`src/rtl/seg7_pkg.sv`:
```
// Shared segment encodings and window geometry for the multiplexed BCD display.
package seg7_pkg;

    localparam logic [6:0] SEG_BLANK = 7'h7F;
    localparam logic [6:0] SEG_MINUS = 7'h3F;
    localparam logic [6:0] SEG_ERR   = 7'h06;

    localparam int OFFSET_MAX = 2;
    localparam int NUM_DIGITS = 4;

    // Active-low {g,f,e,d,c,b,a} patterns; element [0] is the glyph for 0.
    localparam logic [9:0][6:0] SEG_DIGITS = {
        7'h10, 7'h00, 7'h78, 7'h02, 7'h12,
        7'h19, 7'h30, 7'h24, 7'h79, 7'h40
    };

    typedef enum logic [1:0] {
        OFS_0 = 2'd0,
        OFS_1 = 2'd1,
        OFS_2 = 2'd2
    } offset_e;

endpackage

```
`src/rtl/bcd_to_seg7.sv`:
```
// Combinational nibble to active-low seven-segment glyph; non-decimal nibbles show 'E'.
module bcd_to_seg7 (
    input  logic [3:0] nibble,
    output logic [6:0] seg
);
    import seg7_pkg::*;

    // Table lookup for decimal digits, error glyph otherwise.
    always_comb begin
        seg = SEG_ERR;
        if (nibble <= 4'd9) begin
            seg = SEG_DIGITS[nibble];
        end else begin
            seg = SEG_ERR;
        end
    end

endmodule

```
`src/rtl/bcd_seven_seg_display.sv`:
```
// Time-multiplexed 4-digit window over a sign + 5-digit BCD buffer, scrollable.
// Optional build macro LEADING_ZERO_BLANK_EN blanks leading zeros in pos4..pos1.
module bcd_seven_seg_display #(
    parameter int REFRESH_DIV = 100000
) (
    input  logic        clk,
    input  logic        rst,
    input  logic [19:0] bcd_in,
    input  logic        sign_in,
    input  logic        load,
    input  logic        scroll_left,
    input  logic        scroll_right,
    output logic [3:0]  an_n,
    output logic [6:0]  seg_n,
    output logic        dp_n
);
    import seg7_pkg::*;

    localparam int              DIV_W    = $clog2(REFRESH_DIV);
    localparam logic [DIV_W-1:0] DIV_LAST = DIV_W'(REFRESH_DIV - 1);

    logic [DIV_W-1:0] div_cnt_r;
    logic [1:0]       idx_r;
    offset_e          ofs_r;
    logic [19:0]      bcd_r;
    logic             sign_r;

    logic             wrap_s;
    logic [1:0]       ofs_val_s;
    logic [2:0]       pos_s;
    logic [3:0]       nibble_s;
    logic             blank_s;
    logic [4:0]       lz_s;
    logic [6:0]       dec_seg_s;
    logic [6:0]       seg_sel_s;

    assign wrap_s    = (div_cnt_r == DIV_LAST);
    assign ofs_val_s = ofs_r;
    assign pos_s     = {1'b0, idx_r} + {1'b0, ofs_val_s};

`ifdef LEADING_ZERO_BLANK_EN
    logic [4:0] zero_s;

    assign zero_s[0] = (bcd_r[3:0]   == 4'd0);
    assign zero_s[1] = (bcd_r[7:4]   == 4'd0);
    assign zero_s[2] = (bcd_r[11:8]  == 4'd0);
    assign zero_s[3] = (bcd_r[15:12] == 4'd0);
    assign zero_s[4] = (bcd_r[19:16] == 4'd0);
    // A position is a leading zero when it and every position above it is zero.
    assign lz_s = {zero_s[4],
                   zero_s[4] & zero_s[3],
                   zero_s[4] & zero_s[3] & zero_s[2],
                   zero_s[4] & zero_s[3] & zero_s[2] & zero_s[1],
                   1'b0};
`else
    assign lz_s = 5'b00000;
`endif

    // Refresh divider and digit-slot index.
    always_ff @(posedge clk) begin
        if (rst) begin
            div_cnt_r <= '0;
            idx_r     <= 2'd0;
        end else if (wrap_s) begin
            div_cnt_r <= '0;
            idx_r     <= idx_r + 2'd1;
        end else begin
            div_cnt_r <= div_cnt_r + DIV_W'(1);
            idx_r     <= idx_r;
        end
    end

    // Window offset FSM; opposing pulses in one cycle cancel.
    always_ff @(posedge clk) begin
        if (rst) begin
            ofs_r <= OFS_0;
        end else if (scroll_left && !scroll_right) begin
            case (ofs_r)
                OFS_0:   ofs_r <= OFS_1;
                OFS_1:   ofs_r <= OFS_2;
                OFS_2:   ofs_r <= OFS_2;
                default: ofs_r <= OFS_0;
            endcase
        end else if (scroll_right && !scroll_left) begin
            case (ofs_r)
                OFS_0:   ofs_r <= OFS_0;
                OFS_1:   ofs_r <= OFS_0;
                OFS_2:   ofs_r <= OFS_1;
                default: ofs_r <= OFS_0;
            endcase
        end else begin
            ofs_r <= ofs_r;
        end
    end

    // Display buffer capture.
    always_ff @(posedge clk) begin
        if (rst) begin
            bcd_r  <= 20'h00000;
            sign_r <= 1'b0;
        end else if (load) begin
            bcd_r  <= bcd_in;
            sign_r <= sign_in;
        end else begin
            bcd_r  <= bcd_r;
            sign_r <= sign_r;
        end
    end

    // Select the buffer position shown in the current slot.
    always_comb begin
        nibble_s = 4'd0;
        blank_s  = 1'b0;
        case (pos_s)
            3'd0: begin nibble_s = bcd_r[3:0];   blank_s = lz_s[0]; end
            3'd1: begin nibble_s = bcd_r[7:4];   blank_s = lz_s[1]; end
            3'd2: begin nibble_s = bcd_r[11:8];  blank_s = lz_s[2]; end
            3'd3: begin nibble_s = bcd_r[15:12]; blank_s = lz_s[3]; end
            3'd4: begin nibble_s = bcd_r[19:16]; blank_s = lz_s[4]; end
            default: begin nibble_s = 4'd0;      blank_s = 1'b1;    end
        endcase
    end

    bcd_to_seg7 u_dec (
        .nibble (nibble_s),
        .seg    (dec_seg_s)
    );

    // Final glyph: sign slot, blanked leading zero, or decoded digit.
    always_comb begin
        seg_sel_s = SEG_BLANK;
        if (pos_s == 3'd5) begin
            seg_sel_s = sign_r ? SEG_MINUS : SEG_BLANK;
        end else if (blank_s) begin
            seg_sel_s = SEG_BLANK;
        end else begin
            seg_sel_s = dec_seg_s;
        end
    end

    // Registered pin drivers; dp marks that low-order digits are scrolled off.
    always_ff @(posedge clk) begin
        if (rst) begin
            an_n  <= 4'hF;
            seg_n <= SEG_BLANK;
            dp_n  <= 1'b1;
        end else begin
            an_n  <= ~(4'b0001 << idx_r);
            seg_n <= seg_sel_s;
            dp_n  <= ~((idx_r == 2'd0) && (ofs_r != OFS_0));
        end
    end

endmodule
```
`config.mk`:
```
export PLATFORM = sky130hd
export DESIGN_NAME = bcd_seven_seg_display
export DESIGN_NICKNAME = d
export VERILOG_FILES = /design/src/rtl/seg7_pkg.sv /design/src/rtl/bcd_to_seg7.sv /design/src/rtl/bcd_seven_seg_display.sv
export SDC_FILE = /design/constraint.sdc
export NUM_CORES = 1
export LEC_CHECK = 0
export CORE_MARGIN = 2
export CORE_UTILIZATION = 50
export CTS_BUF_LIST = sky130_fd_sc_hd__clkbuf_4 sky130_fd_sc_hd__clkbuf_8
export CTS_CLUSTER_DIAMETER = 100
export DETAILED_ROUTE_END_ITERATION = 16
export PLACE_DENSITY_LB_ADDON = 0.25
export SYNTH_ARGS = -nofsm -noshare
export SYNTH_HDL_FRONTEND = slang
export SYNTH_SLANG_ARGS = --single-unit
```
`constraint.sdc`:
```
create_clock -name clk -period 2.5 [get_ports clk]
set_input_delay 0.375 -clock clk [delete_from_list [all_inputs] [get_ports clk]]
set_output_delay 0.375 -clock clk [all_outputs]
set_load 0.05 [all_outputs]
```
== After elaboration in Yosys (flattened, before gate mapping) ==
Memory sizes are Yosys's and may differ from the RTL's.
Cells that the tools add are included.
Storage, ports and cells
  bits in registers: 54
  memory bits (read-only): 112
  bits of input ports: 26
  output and inout port bits: 12
  logic and storage cells: 48
  memories kept: 1
Cells by class
  add/sub/neg operators: 3
  magnitude comparators: 2
  equal/unequal tests: 8
  shift operators: 1
  muxes and demuxes: 10
  bitwise operators: 2
  reduce and logical (&&, ||, !) cells: 13
Memory list
  (name not given): words 16, width 7, rd ports 1, clocked after Yosys merged registers in 0, write ports 0, RTL line bcd_to_seg7.sv:12  | seg = SEG_DIGITS[nibble];
Operators by type and width (number)
  2-to-1 mux 7 bit: 5
  case mux 4 bit (5 select lines): 1
  adder 17 x 1 -> 17 bit, second input constant: 1
  == test 17 bit, second input constant: 1
  == test 3 x 2 -> 1 bit, second input constant: 2
  == test 3 bit, second input constant: 2
  less-than comparator 4 x 5 -> 1 bit, second input constant: 1
  OR reduction 5 bit: 1
  less-or-equal comparator 4 bit, second input constant: 1
  zero test 2 bit: 2
  2-to-1 mux 2 bit: 2
  NOT 4 bit: 1
  case mux 2 bit (2 select lines): 1
  nonzero test 2 bit: 2
  OR reduction 2 bit: 2
  left shift 1 x 2 -> 4 bit, first input constant: 1
  adder 2 x 2 -> 3 bit: 1
  == test 3 x 1 -> 1 bit, second input constant: 1
  logical AND 1 bit: 3
  zero test 3 bit: 1
  adder 2 x 1 -> 2 bit, second input constant: 1
  == test 2 x 1 -> 1 bit, second input constant: 1
  == test 2 bit, second input constant: 1
  zero test 1 bit: 2
  other kinds (2): 2

== Depth between registers and ports, before layout ==
Gate-level depths: netlist of the first run.
  word-level depth: 8
  gate-level depth with buffers: 11

== Modules after synthesis ==
From an unflattened synthesis of the first run, not the netlist that was laid out.
Second synthesis, totals
  cell total of the unflattened synthesis: 271
  area, all modules: 2509.9 um^2
Modules (own cells, without submodules)
  bcd_seven_seg_display: times used 1, cells an instance 244, area each 2329.7 um^2
  bcd_to_seg7: times used 1, cells an instance 27, area each 180.2 um^2

== Worst setup path after synthesis of the first run ==
Ideal clock, no wire load.
  kind: register -> register
  start point: register idx_r[0]
  end point: register seg_n[4]
  data arrival time: 2316 ps
  slack: 70 ps
  stages on the path, launching flop included: 12
  clock period less this slack: 2430 ps
  cells stage by stage: dfxtp_1 > ha_1 > fa_1 > buf_4 > nor2_1 > a22oi_1 > o22a_1 > inv_1 > ha_1 > nor2_1 > a21oi_1 > a21o_1
Between the ends
  word-level cells in the longest chain between the ends: 8
  elaborated cells between the ends (all ways): 15
  classes of those cells: add/sub (1); order compare (1); eq/ne (5); mux (5); reduce/logical (2); memory (1)
Ends and longest elaborated chain
  start, declared: RTL line bcd_seven_seg_display.sv:23  | logic [1:0] idx_r;
  start signal, assigned: RTL line bcd_seven_seg_display.sv:66  | idx_r <= idx_r + 2'd1;
  start signal, assigned: RTL line bcd_seven_seg_display.sv:69  | idx_r <= idx_r;
  adder 2 x 2 -> 3 bit (*): RTL line bcd_seven_seg_display.sv:39  | assign pos_s = {1'b0, idx_r} + {1'b0, ofs_val_s};
  == test 3 bit (tied with other cells): RTL line bcd_seven_seg_display.sv:114  | case (pos_s)
  case mux 4 bit (5 select lines): RTL line bcd_seven_seg_display.sv:114
  memory read (16 x 7 bit)
  2-to-1 mux 7 bit (not written as such): RTL line bcd_to_seg7.sv:12
  2-to-1 mux 7 bit: RTL line bcd_to_seg7.sv:11  | if (nibble <= 4'd9) begin
  2-to-1 mux 7 bit: RTL line bcd_seven_seg_display.sv:134  | end else if (blank_s) begin
  2-to-1 mux 7 bit (*): RTL line bcd_seven_seg_display.sv:132  | if (pos_s == 3'd5) begin
  end signal, assigned: RTL line bcd_seven_seg_display.sv:149  | seg_n <= seg_sel_s;
  end, declared: RTL line bcd_seven_seg_display.sv:14  | output logic [6:0] seg_n,
Mark *: on every way between the ends. The rest lies on a longest branch, timed or not. The select of a mux whose other input is x is not followed.
A chain may end at the register's enable or synchronous reset.

== Worst setup path in the final report of the first run ==
Same ends and word-level chain as after synthesis.

==> results.sh, run 1 <==
export IMPL_synth_flop_cell="dfxtp_1"
export IMPL_yosysTopAreaCell="dfxtp_1"
export IMPL_routed_wl_met3_um=157
export IMPL_std_cell_rows=25
export IMPL_cts_sinks=54
export IMPL_syn_area_per_cell_um2=9.614
export IMPL_die_h_um=74.16
export IMPL_fmax_mhz=431.1
export IMPL_r2r_setup_slack_ns=0.18
export IMPL_cts_tree="built"
export IMPL_vias=1773
export IMPL_period_share_pct=92.79
export IMPL_status="finished clean"
export IMPL_wl_met2_um=2011
export IMPL_clockBufferDepth=2
export IMPL_fin_nets=341
export IMPL_r2r_cells=9
export IMPL_synth_warnings=0
export IMPL_ant_nets=0
export IMPL_worst_r2r_endpoint="seg_n[4]"
export IMPL_critPathRequiredTime_ns=2.71
export IMPL_path_class="reg -> reg"
export IMPL_drt_wl_total_um=4308
export IMPL_drc=0
export IMPL_synth_nets=297
export IMPL_antenna_found_initial=0
export IMPL_start_util_pct=52.11
export IMPL_power_leakage_nw=1.289
export IMPL_synth_common_cells="dfxtp_1 (54), nor2_1 (54), mux2i_1 (28)"
export IMPL_final_seq_area_um2=1081
export IMPL_synthCells=256
export IMPL_multi_input_area_um2=1296
export IMPL_hold_end="div_cnt_r[0]"
export IMPL_synth_edff_count=0
export IMPL_drive_above_1_share_pct=11.63
export IMPL_ys_seq_area_share_pct=43.92
export IMPL_vias_per_cell=4.818
export IMPL_synth_area_top_cells="dfxtp_1 (44%), mux2i_1 (11%), nor2_1 (8.2%)"
export IMPL_rsz0062_at_grt="false"
export IMPL_fp_coreArea_um2=4723
export IMPL_drt_iter0_markers=36
export IMPL_finalMaxSlewViolations=0
export IMPL_wire_per_inst_um=11.71
export IMPL_cts_root_buffer="clkbuf_8"
export IMPL_tns_ns=0
export IMPL_endpoint_kind="flop"
export IMPL_min_path_cells=1
export IMPL_max_cap_viol_count=0
export IMPL_vdd_drop_max_mv=0.3500
export IMPL_track_usage_pct=16.98
export IMPL_worstSetupStartpointType="flop"
export IMPL_hpwl_um=3212
export IMPL_clk_pin_slew_ns=0.09
export IMPL_layout_min_cycle_time_ns=2.320
export IMPL_synth_top_area_share_pct=43.92
export IMPL_wirelength_met1_um=2079
export IMPL_ys_types=40
export IMPL_diodes=0
export IMPL_clk_latency_ns=0.31
export IMPL_ys_ff_latch=54
export IMPL_stdcell_area_um2=3069
export IMPL_firstDrtPassIters=4
export IMPL_worstPathMaxFanout=8
export IMPL_syn2layout_area_growth_pct=24.71
export IMPL_p_per_area_nw_per_um2=591.2
export IMPL_maxSlewHeadroom_pct=59.55
export IMPL_tightest_slew_ns=0.6067
export IMPL_highest_layer="met4"
export IMPL_grt_ovfl_total=0
export IMPL_r2r_start="idx_r[0]"
export IMPL_io_buffers=37
export IMPL_finalClockSkew_ns=0.009538
export IMPL_io_pins=38
export IMPL_fill_cells=396
export IMPL_arrival_ns=2.53
export IMPL_netlist_area_um2=2461
export IMPL_grt_max_degree=22
export IMPL_place_gp_congestion=0.9079
export IMPL_die_w_um=74.16
export IMPL_htreeDepth=2
export IMPL_die_area_um2=5500
export IMPL_hp_class="reg -> reg"
export IMPL_cts_buffers=5
export IMPL_setup_viol=0
export IMPL_grt_pass1_vias=1618
export IMPL_grt_pass1_wl_um=7079
export IMPL_place_area_um2=2920
export IMPL_hold_viol=0
export IMPL_hp_start="div_cnt_r[0]"
export IMPL_synthArstFlopShare_pct=0
[metrics by stage]
stage / setup slack, ns / hold WS, ns / cells / total power [mW] / util [%]
6_report: 0.1803 / 0.4886 / 368 / 1.814 / 64.98
5_1_grt: 0.01201 / 0.5122 / 368 / 1.899 / 64.98
4_1_cts: 0.05336 / 0.4890 / 366 / 1.832 / 64.26
3_5_place_dp: 0.002443 / 0.4667 / 358 / 1.239 / 61.83
3_3_place_gp: 0.09118 / 0.4570 / 358 / 1.236 / 61.83
2_1_floorplan: 0.06989 / 0.4414 / 256 / 1.135 / -
[worst max path at each step]
stage              from       end  slack [ns]  cells after the start
3_5_place_dp   idx_r[0]  seg_n[4]       0.002                     10
5_1_grt        idx_r[0]  seg_n[4]        0.01                      9
6_report       idx_r[0]  seg_n[4]        0.18                      9
3_3_place_gp   idx_r[0]  seg_n[4]        0.09                     10
4_1_cts        idx_r[0]  seg_n[4]        0.05                     10
2_1_floorplan  idx_r[0]  seg_n[4]        0.07                     11
[power by group]
| part | total (mW) | leakage [nW] | switching (mW) | internal (mW) |
|---|---|---|---|---|
| registers | 0.923 | 0.443 | 0.0211 | 0.902 |
| clock network | 0.588 | 0.0593 | 0.267 | 0.321 |
| logic | 0.304 | 0.786 | 0.159 | 0.145 |
| total | 1.81 | 1.29 | 0.446 | 1.37 |
[cell families (layout without fill, tap and decap cells)]
logic type,count (synthesis),in the layout,share of synthesized area (%)
flops,54,54,43.92
simple gates,96,96,18.15
mux,30,30,12.30
fa+ha+maj,15,15,7.931
compound gates,24,24,7.777
buf+inv,21,66,4.219
xor+xnor,16,16,5.694
[layer usage]
| metal | track usage [%] | up-vias |
|---|---|---|
| li1 | - | 947 |
| met5 | 0 | - |
| met1 | 22.05 | 795 |
| met2 | 27.28 | 25 |
| met4 | 6.667 | 0 |
| met3 | 4.201 | 6 |
[cell type report]
| type | count | share of cell area (%) |
|---|---|---|
| Clock buffer | 7 | 2.731 |
| Clock inverter | 1 | 0.9784 |
| Inverter | 9 | 1.101 |
| Multi-Input combinational cell | 181 | 42.23 |
| Sequential cell | 54 | 35.22 |
| Tap cell | 67 | 2.731 |
| Timing Repair Buffer | 49 | 15.00 |
[repair_timing]
action                     in CTS  in global routing
hold buffers                    0                  0
buffers inserted                0                  2
setup endpoints to repair       1                  5
pin swaps                       0                  1
gates resized for setup         1                  7
[placed cells by master, fill, tap and decap left out, types with 4 or more instances in the layout]
cell type,instances
clkdlybuf4s50_1,37
ha_1,13
xor2_1,9
clkbuf_8,5
nand4_1,5
xnor2_1,7
mux2i_1,28
inv_1,9
nor2b_1,5
nand2b_1,6
buf_4,12
nor2_1,52
nand3_1,4
nand2_1,9
dfxtp_1,54
[registers in the layout, summed over array words and instances, names as in the netlist]
| signal | count |
|---|---|
| an_n | 4 |
| sign_r | 1 |
| idx_r | 2 |
| div_cnt_r | 17 |
| bcd_r | 20 |
| ofs_r | 2 |
| seg_n | 7 |
| dp_n | 1 |
[critical path, stage by stage, from the launching register on]
cell     delay [ns]
dfxtp_1        0.32
ha_1           0.21
fa_2           0.57
buf_4          0.16
a22oi_1        0.07
o22a_2         0.27
ha_1           0.23
nor2_2         0.11
a21oi_1        0.08
a21o_1         0.19
Note: power is estimated with default switching activity, not from simulation.
==> run 2, diff against run 1 <==
--- a/config.mk
+++ b/config.mk
@@ -11,6 +11,7 @@
 export CTS_CLUSTER_DIAMETER = 100
 export DETAILED_ROUTE_END_ITERATION = 16
 export PLACE_DENSITY_LB_ADDON = 0.25
+export SLEW_MARGIN = 20
 export SYNTH_ARGS = -nofsm -noshare
 export SYNTH_HDL_FRONTEND = slang
 export SYNTH_SLANG_ARGS = --single-unit
==> results of run 2 <==
No change in the layout: final DEF, timing and power equal those of run 1.
